**src/rtl/fb_pkg.sv**
```systemverilog
// fb_pkg: framebuffer geometry, port widths and fill FSM state encoding shared by the write arbiter
package fb_pkg;
    localparam int H_RES    = 1024;
    localparam int V_RES    = 768;
    localparam int FB_DEPTH = H_RES * V_RES;
    localparam int ADDR_W   = 20;
    localparam int DATA_W   = 1;
    localparam int X_W      = 11;
    localparam int Y_W      = 10;
    typedef enum logic [1:0] {IDLE, CLIP, RUN, DONE} fill_state_t;
endpackage

```
**src/rtl/fb_rect_walker.sv**
```systemverilog
// fb_rect_walker: clips a latched rectangle to the screen and walks its pixel addresses one grant at a time
module fb_rect_walker
    import fb_pkg::*;
(
    input  logic              clk,
    input  logic              rst_n,
    input  logic              load,
    input  logic              clip,
    input  logic              run,
    input  logic              abort,
    input  logic [X_W-1:0]    x0,
    input  logic [X_W-1:0]    w,
    input  logic [Y_W-1:0]    y0,
    input  logic [Y_W-1:0]    h,
    input  logic              grant,
    output logic              empty,
    output logic              req,
    output logic [ADDR_W-1:0] addr,
    output logic              last
);
    localparam logic [X_W:0] X_LIM  = (X_W + 1)'(H_RES);
    localparam logic [Y_W:0] Y_LIM  = (Y_W + 1)'(V_RES);
    localparam bit           H_POW2 = (H_RES & (H_RES - 1)) == 0;
    logic [X_W-1:0]    x0_q, x0_d, w_q, w_d, cur_x_q, cur_x_d;
    logic [Y_W-1:0]    y0_q, y0_d, h_q, h_d, cur_y_q, cur_y_d;
    logic [ADDR_W-1:0] row_base_q, row_base_d, y0_base;
    logic [X_W:0]      x_sum, x_end, x_nxt;
    logic [Y_W:0]      y_sum, y_end, y_nxt;
    logic              row_end;

    // sums carry one extra bit so an oversized w/h clips instead of wrapping
    always_comb begin
        x_sum      = {1'b0, x0_q} + {1'b0, w_q};
        y_sum      = {1'b0, y0_q} + {1'b0, h_q};
        x_end      = (x_sum > X_LIM) ? X_LIM : x_sum;
        y_end      = (y_sum > Y_LIM) ? Y_LIM : y_sum;
        x_nxt      = {1'b0, cur_x_q} + 1'b1;
        y_nxt      = {1'b0, cur_y_q} + 1'b1;
        row_end    = x_nxt == x_end;
        last       = row_end && (y_nxt == y_end);
        empty      = ({1'b0, x0_q} >= X_LIM) || ({1'b0, y0_q} >= Y_LIM) || (w_q == '0) || (h_q == '0);
        req        = run && !abort;
        addr       = row_base_q + ADDR_W'(cur_x_q);
        y0_base    = H_POW2 ? (ADDR_W'(y0_q) << $clog2(H_RES)) : (ADDR_W'(y0_q) * ADDR_W'(H_RES));
        x0_d       = load ? x0 : x0_q;
        w_d        = load ? w : w_q;
        y0_d       = load ? y0 : y0_q;
        h_d        = load ? h : h_q;
        cur_x_d    = clip ? x0_q : grant ? (row_end ? x0_q : x_nxt[X_W-1:0]) : cur_x_q;
        cur_y_d    = clip ? y0_q : (grant && row_end) ? y_nxt[Y_W-1:0] : cur_y_q;
        row_base_d = clip ? y0_base : (grant && row_end) ? row_base_q + ADDR_W'(H_RES) : row_base_q;
    end

    always_ff @(posedge clk or negedge rst_n) begin
        if (!rst_n) begin
            x0_q       <= '0;
            w_q        <= '0;
            y0_q       <= '0;
            h_q        <= '0;
            cur_x_q    <= '0;
            cur_y_q    <= '0;
            row_base_q <= '0;
        end else begin
            x0_q       <= x0_d;
            w_q        <= w_d;
            y0_q       <= y0_d;
            h_q        <= h_d;
            cur_x_q    <= cur_x_d;
            cur_y_q    <= cur_y_d;
            row_base_q <= row_base_d;
        end
    end
endmodule

```
**src/rtl/fb_write_arbiter.sv**
```systemverilog
// fb_write_arbiter: round-robin owner of the framebuffer write port, shared by CPU pixel stores and the rectangle-fill engine
module fb_write_arbiter
    import fb_pkg::*;
(
    input  logic              clk,
    input  logic              rst_n,
    input  logic              cpu_req,
    input  logic [ADDR_W-1:0] cpu_addr,
    input  logic [DATA_W-1:0] cpu_din,
    output logic              cpu_ack,
    input  logic              fill_valid,
    output logic              fill_ready,
    input  logic [X_W-1:0]    fill_x0,
    input  logic [X_W-1:0]    fill_w,
    input  logic [Y_W-1:0]    fill_y0,
    input  logic [Y_W-1:0]    fill_h,
    input  logic [DATA_W-1:0] fill_color,
    input  logic              fill_abort,
    output logic              fill_busy,
    output logic              fill_done,
    output logic              fb_we,
    output logic [ADDR_W-1:0] fb_addr,
    output logic [DATA_W-1:0] fb_din
);
    localparam logic [ADDR_W-1:0] DEPTH_A = ADDR_W'(FB_DEPTH);
    fill_state_t       state_q, state_d;
    logic              fill_ready_q, fill_busy_q, fill_done_q;
    logic              cpu_ack_q, cpu_ack_d, fb_we_q, fb_we_d, last_cpu_q, last_cpu_d;
    logic [ADDR_W-1:0] fb_addr_q, fb_addr_d, walk_addr;
    logic [DATA_W-1:0] fb_din_q, fb_din_d, color_q, color_d;
    logic              accept, cpu_elig, fill_req, grant_cpu, grant_fill, walk_empty, walk_last;

    fb_rect_walker u_walker (
        .clk   (clk),
        .rst_n (rst_n),
        .load  (accept),
        .clip  (state_q == CLIP),
        .run   (state_q == RUN),
        .abort (fill_abort),
        .x0    (fill_x0),
        .w     (fill_w),
        .y0    (fill_y0),
        .h     (fill_h),
        .grant (grant_fill),
        .empty (walk_empty),
        .req   (fill_req),
        .addr  (walk_addr),
        .last  (walk_last)
    );

    // last_cpu_q records who was granted last; the other side wins a tie
    always_comb begin
        accept     = fill_valid && fill_ready_q;
        cpu_elig   = cpu_req && !cpu_ack_q;
        grant_cpu  = cpu_elig && (!fill_req || !last_cpu_q);
        grant_fill = fill_req && !grant_cpu;
        last_cpu_d = grant_cpu ? 1'b1 : grant_fill ? 1'b0 : last_cpu_q;
        color_d    = accept ? fill_color : color_q;
        state_d    = (state_q == IDLE) ? (accept ? CLIP : IDLE)
                   : (state_q == CLIP) ? ((fill_abort || walk_empty) ? DONE : RUN)
                   : (state_q == RUN)  ? ((fill_abort || (grant_fill && walk_last)) ? DONE : RUN)
                   : IDLE;
        cpu_ack_d  = grant_cpu;
        fb_we_d    = grant_fill || (grant_cpu && (cpu_addr < DEPTH_A));
        fb_addr_d  = grant_cpu ? cpu_addr : grant_fill ? walk_addr : fb_addr_q;
        fb_din_d   = grant_cpu ? cpu_din : grant_fill ? color_q : fb_din_q;
    end

    always_ff @(posedge clk or negedge rst_n) begin
        if (!rst_n) begin
            state_q      <= IDLE;
            fill_ready_q <= 1'b1;
            fill_busy_q  <= 1'b0;
            fill_done_q  <= 1'b0;
            last_cpu_q   <= 1'b1;
            color_q      <= '0;
            cpu_ack_q    <= 1'b0;
            fb_we_q      <= 1'b0;
            fb_addr_q    <= '0;
            fb_din_q     <= '0;
        end else begin
            state_q      <= state_d;
            fill_ready_q <= state_d == IDLE;
            fill_busy_q  <= state_d != IDLE;
            fill_done_q  <= state_d == DONE;
            last_cpu_q   <= last_cpu_d;
            color_q      <= color_d;
            cpu_ack_q    <= cpu_ack_d;
            fb_we_q      <= fb_we_d;
            fb_addr_q    <= fb_addr_d;
            fb_din_q     <= fb_din_d;
        end
    end

    assign fill_ready = fill_ready_q;
    assign fill_busy  = fill_busy_q;
    assign fill_done  = fill_done_q;
    assign cpu_ack    = cpu_ack_q;
    assign fb_we      = fb_we_q;
    assign fb_addr    = fb_addr_q;
    assign fb_din     = fb_din_q;
endmodule
```
**config.mk**
```make
export PLATFORM = sky130hd
export DESIGN_NAME = fb_write_arbiter
export DESIGN_NICKNAME = d
export VERILOG_FILES = /design/src/rtl/fb_pkg.sv /design/src/rtl/fb_rect_walker.sv /design/src/rtl/fb_write_arbiter.sv
export SDC_FILE = /design/constraint.sdc
export NUM_CORES = 1
export LEC_CHECK = 0
export ABC_AREA = 0
export CORE_ASPECT_RATIO = 0.6
export CORE_MARGIN = 4
export CORE_UTILIZATION = 60
export CTS_CLUSTER_DIAMETER = 120
export CTS_CLUSTER_SIZE = 40
export DETAILED_ROUTE_END_ITERATION = 12
export GPL_ROUTABILITY_DRIVEN = 0
export PLACE_DENSITY_LB_ADDON = 0.3
export REMOVE_ABC_BUFFERS = 1
export SLEW_MARGIN = 10
export SYNTH_ARGS = -nofsm -noshare
export SYNTH_HDL_FRONTEND = slang
export SYNTH_SLANG_ARGS = --single-unit
```
**constraint.sdc**
```tcl
create_clock -name clk -period 6.5 [get_ports clk]
set_clock_uncertainty 0.05 [all_clocks]
set_input_delay 0.975 -clock clk [delete_from_list [all_inputs] [get_ports clk]]
set_output_delay 0.975 -clock clk [all_outputs]
set_load 0.01 [all_outputs]
```
==> results.json <==
{
  "status": "finished clean",
  "grt_pass1_vias": 6087,
  "die_h_um": 91.4,
  "final.period_utilization_pct": 73.7,
  "ff2ff_path_depth": 14,
  "reg2reg_to": "u_walker.cur_y_q[4]",
  "fp.dieW_um": 147,
  "yosysTopAreaCell": "dfrtp_1",
  "tns_ns": 0,
  "rrSetupSlack_ns": 1.71,
  "critPathSlowestCell": "o311a_1",
  "drc": 0,
  "synth_area_um2": 6960,
  "crit_path_cell_trace": "ha_1, inv_1, fa_1, nand2b_1, a211oi_1, o21ai_0, a211oi_1, nor4b_4, o21ai_1, o221ai_1, o311a_1, nand3_1, or3_1, a31oi_1",
  "setup_ws_ns": 1.71,
  "cp_slowest_stage_delay_ns": 0.64,
  "cts_tree": "yes",
  "htreeDepth": 3,
  "worstMarginPinSlew_ns": 1.06,
  "p_leak_nw": 3.44,
  "final_cell_mix": "dfrtp_1, clkdlybuf4s50_1, nor2_1",
  "seq_area_frac_synth_pct": 37.1,
  "ctsResizeCount": 0,
  "grt_usage_pct": 28.4,
  "antenna_left": 0,
  "p_total_mw": 5.42,
  "endpoint": "u_walker.cur_y_q[4]",
  "cts_buffers": 9,
  "fin_area_um2": 8290,
  "io_pins": 95,
  "placed_area_um2": 7970,
  "critPathLaunch": "u_walker.x0_q[0]",
  "rr_startpoint": "u_walker.x0_q[0]",
  "dp_hpwl_um": 13900,
  "dpl_worst_slack_ns": 1.91,
  "hp-class": "reg -> reg",
  "post_cts_buffers": 0,
  "critPathLaunchType": "flop",
  "max_freq_ghz": 0.209,
  "syn_inst": 748,
  "holdBufCountCts": 0,
  "arrival_ns": 5.01,
  "timing.final.max_slew_violations": 0,
  "num_antenna_cells": 0,
  "cp_common_cell": "a211oi_1",
  "clkSinkCount": 103,
  "clk_pin_slew_ns": 0.07,
  "cp.required_ns": 6.71,
  "ys_seq_elements": 103,
  "vias_per_cell": 6.36,
  "maxCapViolCount": 0,
  "cts_buffer_depth": 2,
  "ys.flop_type": "dfrtp_1",
  "worstSetupEndpointType": "flop",
  "worstPathMaxFanout": 16,
  "wl_per_cell_um": 19.0,
  "nets": 917,
  "synth_edf_count": 0,
  "syn_avg_cell_area_um2": 9.31,
  "fp-row-count": 30,
  "final-setup-viol-count": 0,
  "start_util_pct": 61.4,
  "vias": 6248,
  "max_slew_margin_pct": 29.3,
  "finish.utilization_pct": 73.2,
  "synth_cell_types": 78,
  "grt_max_degree": 66,
  "io_buffers": 94,
  "final_common_cell": "dfrtp_1",
  "overflow": 0,
  "die-area_um2": 13400,
  "holdWs_ns": 0.482,
  "cts_root_buf": "clkbuf_16",
  "synthArstFlopShare_pct": 100,
  "fin_crit_ns": 4.79,
  "yosys_warnings": 0,
  "synthTopCellsByArea": "dfrtp_1, mux2_2, ha_1",
  "drt_wl_total_um": 18600,
  "nFillCells": 814,
  "insertion_delay_ns": 0.35,
  "power_density_nw_per_um2": 653,
  "stdcell_count": 983,
  "synth_top_area_share_pct": 36.3,
  "path_class": "reg -> reg",
  "rsz0062_at_grt": "false",
  "area_growth_pct": 19.1,
  "coreArea_um2": 11300,
  "drive_gt1_share_pct": 12.0,
  "grt_pass1_wl_um": 31000,
  "antenna_found_initial": 0,
  "dr.pass1.iters": 6,
  "dp_cells": 967,
  "drt_iter0_drc": 704,
  "hold_violations": 0,
  "ir_drop_uv": 313
}
[metal layers]
metal	global-route usage, %	routed length (µm)	up-vias
met5	0	0	-
met4	7.52	298	0
met3	8.98	2140	35
met2	39.9	7500	347
met1	42.2	8710	2949
li1	-	-	2917
[cell usage after synthesis (19+ instances only)]
| master | number |
|---|---|
| nand3_1 | 32 |
| clkbuf_1 | 29 |
| ha_1 | 28 |
| a21oi_1 | 37 |
| mux2_2 | 46 |
| dfrtp_1 | 101 |
| xnor2_1 | 23 |
| inv_1 | 23 |
| nand2_1 | 58 |
| xor2_1 | 19 |
| o21ai_0 | 40 |
| nor2_1 | 62 |
[how the worst min path moves through the flow]
stage                          startpoint         endpoint  depth (start not counted)
after floorplan                   color_q           fb_din                          2
after global placement         fb_addr[2]       fb_addr[2]                          2
after detailed placement       fb_addr[3]       fb_addr[3]                          2
after CTS                      fb_addr[3]       fb_addr[3]                          2
after global routing      u_walker.h_q[7]  u_walker.h_q[7]                          1
final                          fb_addr[0]       fb_addr[0]                          2
[worst max-delay path, delay by kind of cell (launching register included)]
| kind | cells | cell delay (ns) |
|---|---|---|
| compound gates | 7 | 2.11 |
| fa+ha+maj | 2 | 0.64 |
| buf+inv | 1 | 0.08 |
| flops | 1 | 0.43 |
| simple gates | 4 | 1.38 |
[cell type report]
class                   count  area [µm²]  share of cell area (%)
multi-input cells         585        4150                    50.0
flip-flops and latches    103        2580                    31.1
repair buffers             96         953                    11.5
clock buffers              11         243                    2.93
well taps                 160         200                    2.41
inverters                  23        86.3                    1.04
clock inverters             5        81.3                   0.981
[power breakdown]
group | internal (mW) | switching, mW
clock network | 0.348 | 0.243
registers | 0.966 | 0.399
logic | 1.52 | 1.94
total | 2.83 | 2.58
[flip-flops by register name (all words and copies together), names as in the netlist, 2 cells and up]
| register | flops |
|---|---|
| state_q | 2 |
| fb_addr | 20 |
| u_walker.cur_x_q | 11 |
| u_walker.y0_q | 10 |
| u_walker.row_base_q | 10 |
| u_walker.w_q | 11 |
| u_walker.x0_q | 11 |
| u_walker.cur_y_q | 10 |
| u_walker.h_q | 10 |
[kinds of logic after synthesis]
logic type | after synthesis | synth area share, %
multiplexers | 54 | 8.59
buffers and inverters | 60 | 3.40
AND/OR/NAND/NOR | 252 | 18.7
adder cells (fa/ha/maj) | 30 | 5.61
XOR/XNOR | 43 | 5.52
flip-flops | 103 | 37.1
AO/OA/AOI/OAI | 206 | 21.2
Power figures use the tool's default switching activity.
==> RTL edit 1: new RTL, config.mk and constraints unchanged <==
Encoding of `fill_state_t`: now Gray code (2 bits for 4 states).
--- a/src/rtl/fb_pkg.sv
+++ b/src/rtl/fb_pkg.sv
@@ -8,5 +8,5 @@
     localparam int X_W      = 11;
     localparam int Y_W      = 10;
-    typedef enum logic [1:0] {IDLE, CLIP, RUN, DONE} fill_state_t;
+    typedef enum logic [1:0] {IDLE = 2'b00, CLIP = 2'b01, RUN = 2'b11, DONE = 2'b10} fill_state_t;
 endpackage
 
Formal check against the unedited RTL: same outputs for any inputs over 4 cycles, from zero or initial values and one cycle with rst_n low; so few cycles prove little.
==> RTL edit 1 against the unedited design <==
- power fell by 8.2%
- sequential cell count unchanged
- setup slack improved by 0.20 ns
- area after synthesis fell by 0.99%
- cell area shrank 1.2%
- wire length rose by 5.6%
- critical path type unchanged
- critical endpoint is now u_walker.cur_x_q[2]
- largest power group unchanged
==> RTL edit 1: results (changes against the unedited design) <==
static leakage: 3.30 nW (was 3.44 nW)
worst path arrival time: 4.79 ns (was 5.01 ns)
largest net degree at the start of global routing: 64 (was 66)
Pre-antenna DRT Iters: 5 (was 6)
post-synthesis mux area share: 0.0904 (was 0.0859)
placed cell count: 939 (was 967)
adder-cell area share of the yosys netlist: 0.0512 (was 0.0561)
Synth Area in Compound Gates: 0.205 (was 0.212)
initial antenna violation count: 2 (was 0)
Initial DRC Count: 638 (was 704)
hold_sp: state_q[0] (was fb_addr[0])
wire length per cell: 20.6 um (was 19.0 um)
HPWL Detailed: 14.3 mm (was 13.9 mm)
status: complete, no violations (unchanged)
vias in the first global route: 6313 (was 6087)
hold endpoint: state_q[1] (was fb_addr[0])
DP Area: 7890 um^2 (was 7970 um^2)
register area share after synthesis: 0.374 (was 0.371)
first-pass GRT wire length: 32.1 mm (was 31.0 mm)
worst hold stages: 0 (was 2)
DR vias/cell: 6.79 (was 6.36)
All-Layer GR Usage: 0.295 (was 0.284)
crit-path leading delay family: simple AND/OR/NAND/NOR gates (was compound AO/OA/AOI/OAI gates)
pre-CTS setup slack: 1.78 ns (was 1.91 ns)
Layout Cells excl Fill: 955 (was 983)
VDD IR max: 0.000262 V (was 0.000313 V)
depth of the most critical reg-to-reg path: 13 (was 14)
Worst path max stage delay: 0.92 ns (was 0.64 ns)
commonest cells in the netlist: dfrtp_1, nor2_1, mux2_2, nand2_1, clkbuf_1 (was dfrtp_1, nor2_1, nand2_1, mux2_2, o21ai_0)
Syn Area/Cell: 9.35 um^2 (was 9.31 um^2)
xor/xnor cell area share of the yosys netlist: 0.0483 (was 0.0552)
Reg-to-Reg End: u_walker.cur_x_q[2] (was u_walker.cur_y_q[4])
synth top area cells: dfrtp_1, mux2_2, ha_1 (unchanged)
==> RTL edit 1: cell types whose count changed after synthesis, moves of 7 or more <==
cell      delta
a21oi_1     -10
o31a_1      -10
nor2_1      +18
o21ai_0     -13
a31oi_1      +8
o211ai_1    +10
o22ai_1      +7
o221a_2      -7
nor3_1      +14
nand2_1     -21
==> RTL edit 1: worst max path at each step <==
stage | to | slack, ns | cells after the start
floorplan | u_walker.cur_x_q[2] | 2.47 | 13
global placement | u_walker.cur_x_q[6] | 2.02 | 9
detailed placement | u_walker.cur_x_q[2] | 1.78 | 9
CTS | u_walker.cur_x_q[2] | 1.99 | 13
global route | u_walker.cur_x_q[7] | 1.69 | 13
finish | u_walker.cur_x_q[2] | 1.91 | 13
==> RTL edit 1: cell families (layout without fill, tap and decap cells) <==
logic type,Yosys count,count (layout)
fa+ha+maj,27,27
flops,103,103
simple gates,262,262
compound gates,196,196
mux,56,56
xor+xnor,38,38
buf+inv,55,134
==> RTL edit 1: final cells by class <==
cell class,instances,area (um^2)
clock buffers,9,225
clock inverters,7,75.1
fillers,758,2700
inverters,20,75.1
multi-input cells,579,4090
flip-flops and latches,103,2580
well taps,139,174
repair buffers,98,968
==> RTL edit 1: where the power goes <==
| part | switching, mW | internal (mW) | total, mW |
|---|---|---|---|
| clock network | 0.280 | 0.272 | 0.551 |
| registers | 0.379 | 0.910 | 1.29 |
| logic | 1.79 | 1.34 | 3.13 |
| total | 2.45 | 2.52 | 4.97 |
==> RTL edit 1: per-layer routing <==
layer  track usage  share of wire  vias up  wire [um]
met4        0.0782          0.015        2        301
met1         0.429           0.45     3143       8910
met2         0.426           0.42      388       8230
met3        0.0955           0.11       39       2250
li1              -              -     2913          -
met5             0        0.00036        -          7
==> RTL edit 2: new RTL, same settings <==
Made on the original files. Set the package constant `ADDR_W` to 30 (it was 20).
--- a/src/rtl/fb_pkg.sv
+++ b/src/rtl/fb_pkg.sv
@@ -4,5 +4,5 @@
     localparam int V_RES    = 768;
     localparam int FB_DEPTH = H_RES * V_RES;
-    localparam int ADDR_W   = 20;
+    localparam int ADDR_W   = 30;
     localparam int DATA_W   = 1;
     localparam int X_W      = 11;
Interface: changed (resized cpu_addr and fb_addr); port bits go from 95 to 115. The function was not compared with the original's and may differ.
==> RTL edit 2 against the unedited design <==
- wire length rose by 20%
- cell area rose by 20%
- setup slack improved by 0.10 ns
- power rose by 11%
- die area rose by 16%
- sequential cell count rose by 20
- global-route usage rose by 0.36 points
- first-iteration DRC count rose by 32%
- count of clock-buffer cells in the layout rose by 6
- core utilization rose by 3.0 points
- area after synthesis rose by 17%
- largest cell class unchanged
==> RTL edit 2: results (changes against the unedited design) <==
number of diodes: 0 (unchanged)
fraction of layout cells with a size suffix above 1: 0.118 (was 0.120)
xor/xnor cell area share of the yosys netlist: 0.0544 (was 0.0552)
worst slew pin tran: 0.936 ns (was 1.06 ns)
PostCTS Resize Cnt: 0 (unchanged)
metal1 wirelength: 10.4 mm (was 8.71 mm)
WL final: 22.4 mm (was 18.6 mm)
global route overflow: 0 (unchanged)
post-CTS setup buffer count: 0 (unchanged)
All-Layer GR Usage: 0.288 (was 0.284)
synth unique cells: 87 (was 78)
synth top area cells: dfrtp_1, mux2_2, nand2_1 (was dfrtp_1, mux2_2, ha_1)
Max Fanout on Critical Path: 27 (was 16)
hold_sp: last_cpu_q (was fb_addr[0])
Synth Area in Compound Gates: 0.198 (was 0.212)
VDD IR max: 0.000382 V (was 0.000313 V)
met2 wire len: 9.00 mm (was 7.50 mm)
hold endpoint: last_cpu_q (was fb_addr[0])
depth of the most critical reg-to-reg path: 13 (was 14)
routed wl met3: 2.70 mm (was 2.14 mm)
routed vias: 7432 (was 6248)
register area share after synthesis: 0.378 (was 0.371)
clock buffer depth: 2 (unchanged)
worst path arrival time: 4.94 ns (was 5.01 ns)
status: complete, no violations (unchanged)
commonest cells in the netlist: dfrtp_1, nand2_1, nor2_1, a21oi_1, mux2_2 (was dfrtp_1, nor2_1, nand2_1, mux2_2, o21ai_0)
vias in the first global route: 6962 (was 6087)
first-pass GRT wire length: 35.9 mm (was 31.0 mm)
static leakage: 3.98 nW (was 3.44 nW)
worst-skew pair later-pin latency: 0.42 ns (was 0.35 ns)
HPWL Detailed: 16.1 mm (was 13.9 mm)
Pre-antenna DRT Iters: 5 (was 6)
worst hold stages: 2 (unchanged)
H-tree depth: 4 (was 3)
adder-cell area share of the yosys netlist: 0.0492 (was 0.0561)
r2r setup slk: 1.81 ns (was 1.71 ns)
Initial DRC Count: 927 (was 704)
largest net degree at the start of global routing: 74 (was 66)
Largest register FFs: 30 (was 20)
post-synthesis mux area share: 0.0773 (was 0.0859)
initial antenna violation count: 0 (unchanged)
# port buffers: 114 (was 94)
Num CTS Buffers: 17 (was 9)
Final Setup Violations: 0 (unchanged)
fin nets: 1091 (was 917)
worst r2r src: u_walker.x0_q[0] (unchanged)
Reg-to-Reg End: u_walker.row_base_q[25] (was u_walker.cur_y_q[4])
clock-pin slew on the worst setup and hold paths: 0.06 ns
[RTL edit 2: cell count changes in the layout (fill, tap and decap cells not counted), moves of 8 or more]
cell             change
a211oi_1            +11
a21oi_1             +20
a31oi_1             +12
and4_1              +11
clkbuf_16            +8
clkdlybuf4s50_1     +20
dfrtp_1             +20
nand2_1             +39
nor2_1              +20
nor3_1              +10
o22ai_1             -11
o31a_1               -9
xnor2_1             +11
[RTL edit 2: cell families (layout without fill, tap and decap cells)]
| logic type | after synthesis | in the layout |
|---|---|---|
| flip-flops | 123 | 123 |
| adder cells (fa/ha/maj) | 31 | 31 |
| XOR/XNOR | 49 | 49 |
| multiplexers | 55 | 55 |
| AND/OR/NAND/NOR | 332 | 332 |
| buffers and inverters | 68 | 178 |
| AO/OA/AOI/OAI | 227 | 227 |
[RTL edit 2: stage by stage]
stage	util	hold slack [ns]	area, um^2	instances	power (mW)
final	0.762	0.448	9940	1165	6.00
after global routing	0.762	0.479	9940	1165	6.41
after global placement	0.717	0.429	9350	1133	4.80
after floorplan	-	0.413	7950	843	3.93
after detailed placement	0.717	0.442	9350	1133	4.91
after CTS	0.762	0.451	9940	1165	5.92
[RTL edit 2: worst max-delay path by stage]
stage                                         end             start  slack (ns)  depth (start not counted)
after global placement    u_walker.row_base_q[13]        fill_abort        1.88                          9
after detailed placement  u_walker.row_base_q[13]        fill_abort        1.79                          9
after global routing      u_walker.row_base_q[29]  u_walker.x0_q[0]        1.58                         13
after CTS                 u_walker.row_base_q[25]   u_walker.w_q[0]        1.86                         13
final                     u_walker.row_base_q[25]  u_walker.x0_q[0]        1.81                         13
after floorplan           u_walker.row_base_q[13]        fill_abort        2.25                          7
[RTL edit 2: area by class of cell]
class / count / area, um^2
multi-input combinational: 694 / 4780
fill: 897 / 3110
sequential: 123 / 3080
timing repair buffer: 120 / 1180
clock buffer: 17 / 425
tap: 170 / 213
clock inverter: 15 / 165
inverter: 26 / 97.6
[RTL edit 2: where the power goes]
| part | switching, mW | internal (mW) |
|---|---|---|
| registers | 0.420 | 1.12 |
| clock network | 0.381 | 0.571 |
| logic | 1.98 | 1.53 |
[RTL edit 2: critical path: stages, from the launching register on]
cell and delay (ns):
dfrtp_1 0.39, ha_1 0.20, inv_1 0.06, fa_1 0.39
nand2b_1 0.21, a2111oi_4 0.42, o32a_1 0.28, xor2_1 0.13
or4_4 0.55, o32ai_4 0.34, o221ai_2 0.25, nor3_4 0.76
nand4_1 0.19, mux2_1 0.34
[RTL edit 2: routing by layer]
metal	vias up	track usage
met2	394	0.391
met4	0	0.0714
met3	34	0.0868
li1	3465	-
met1	3539	0.445
met5	-	0
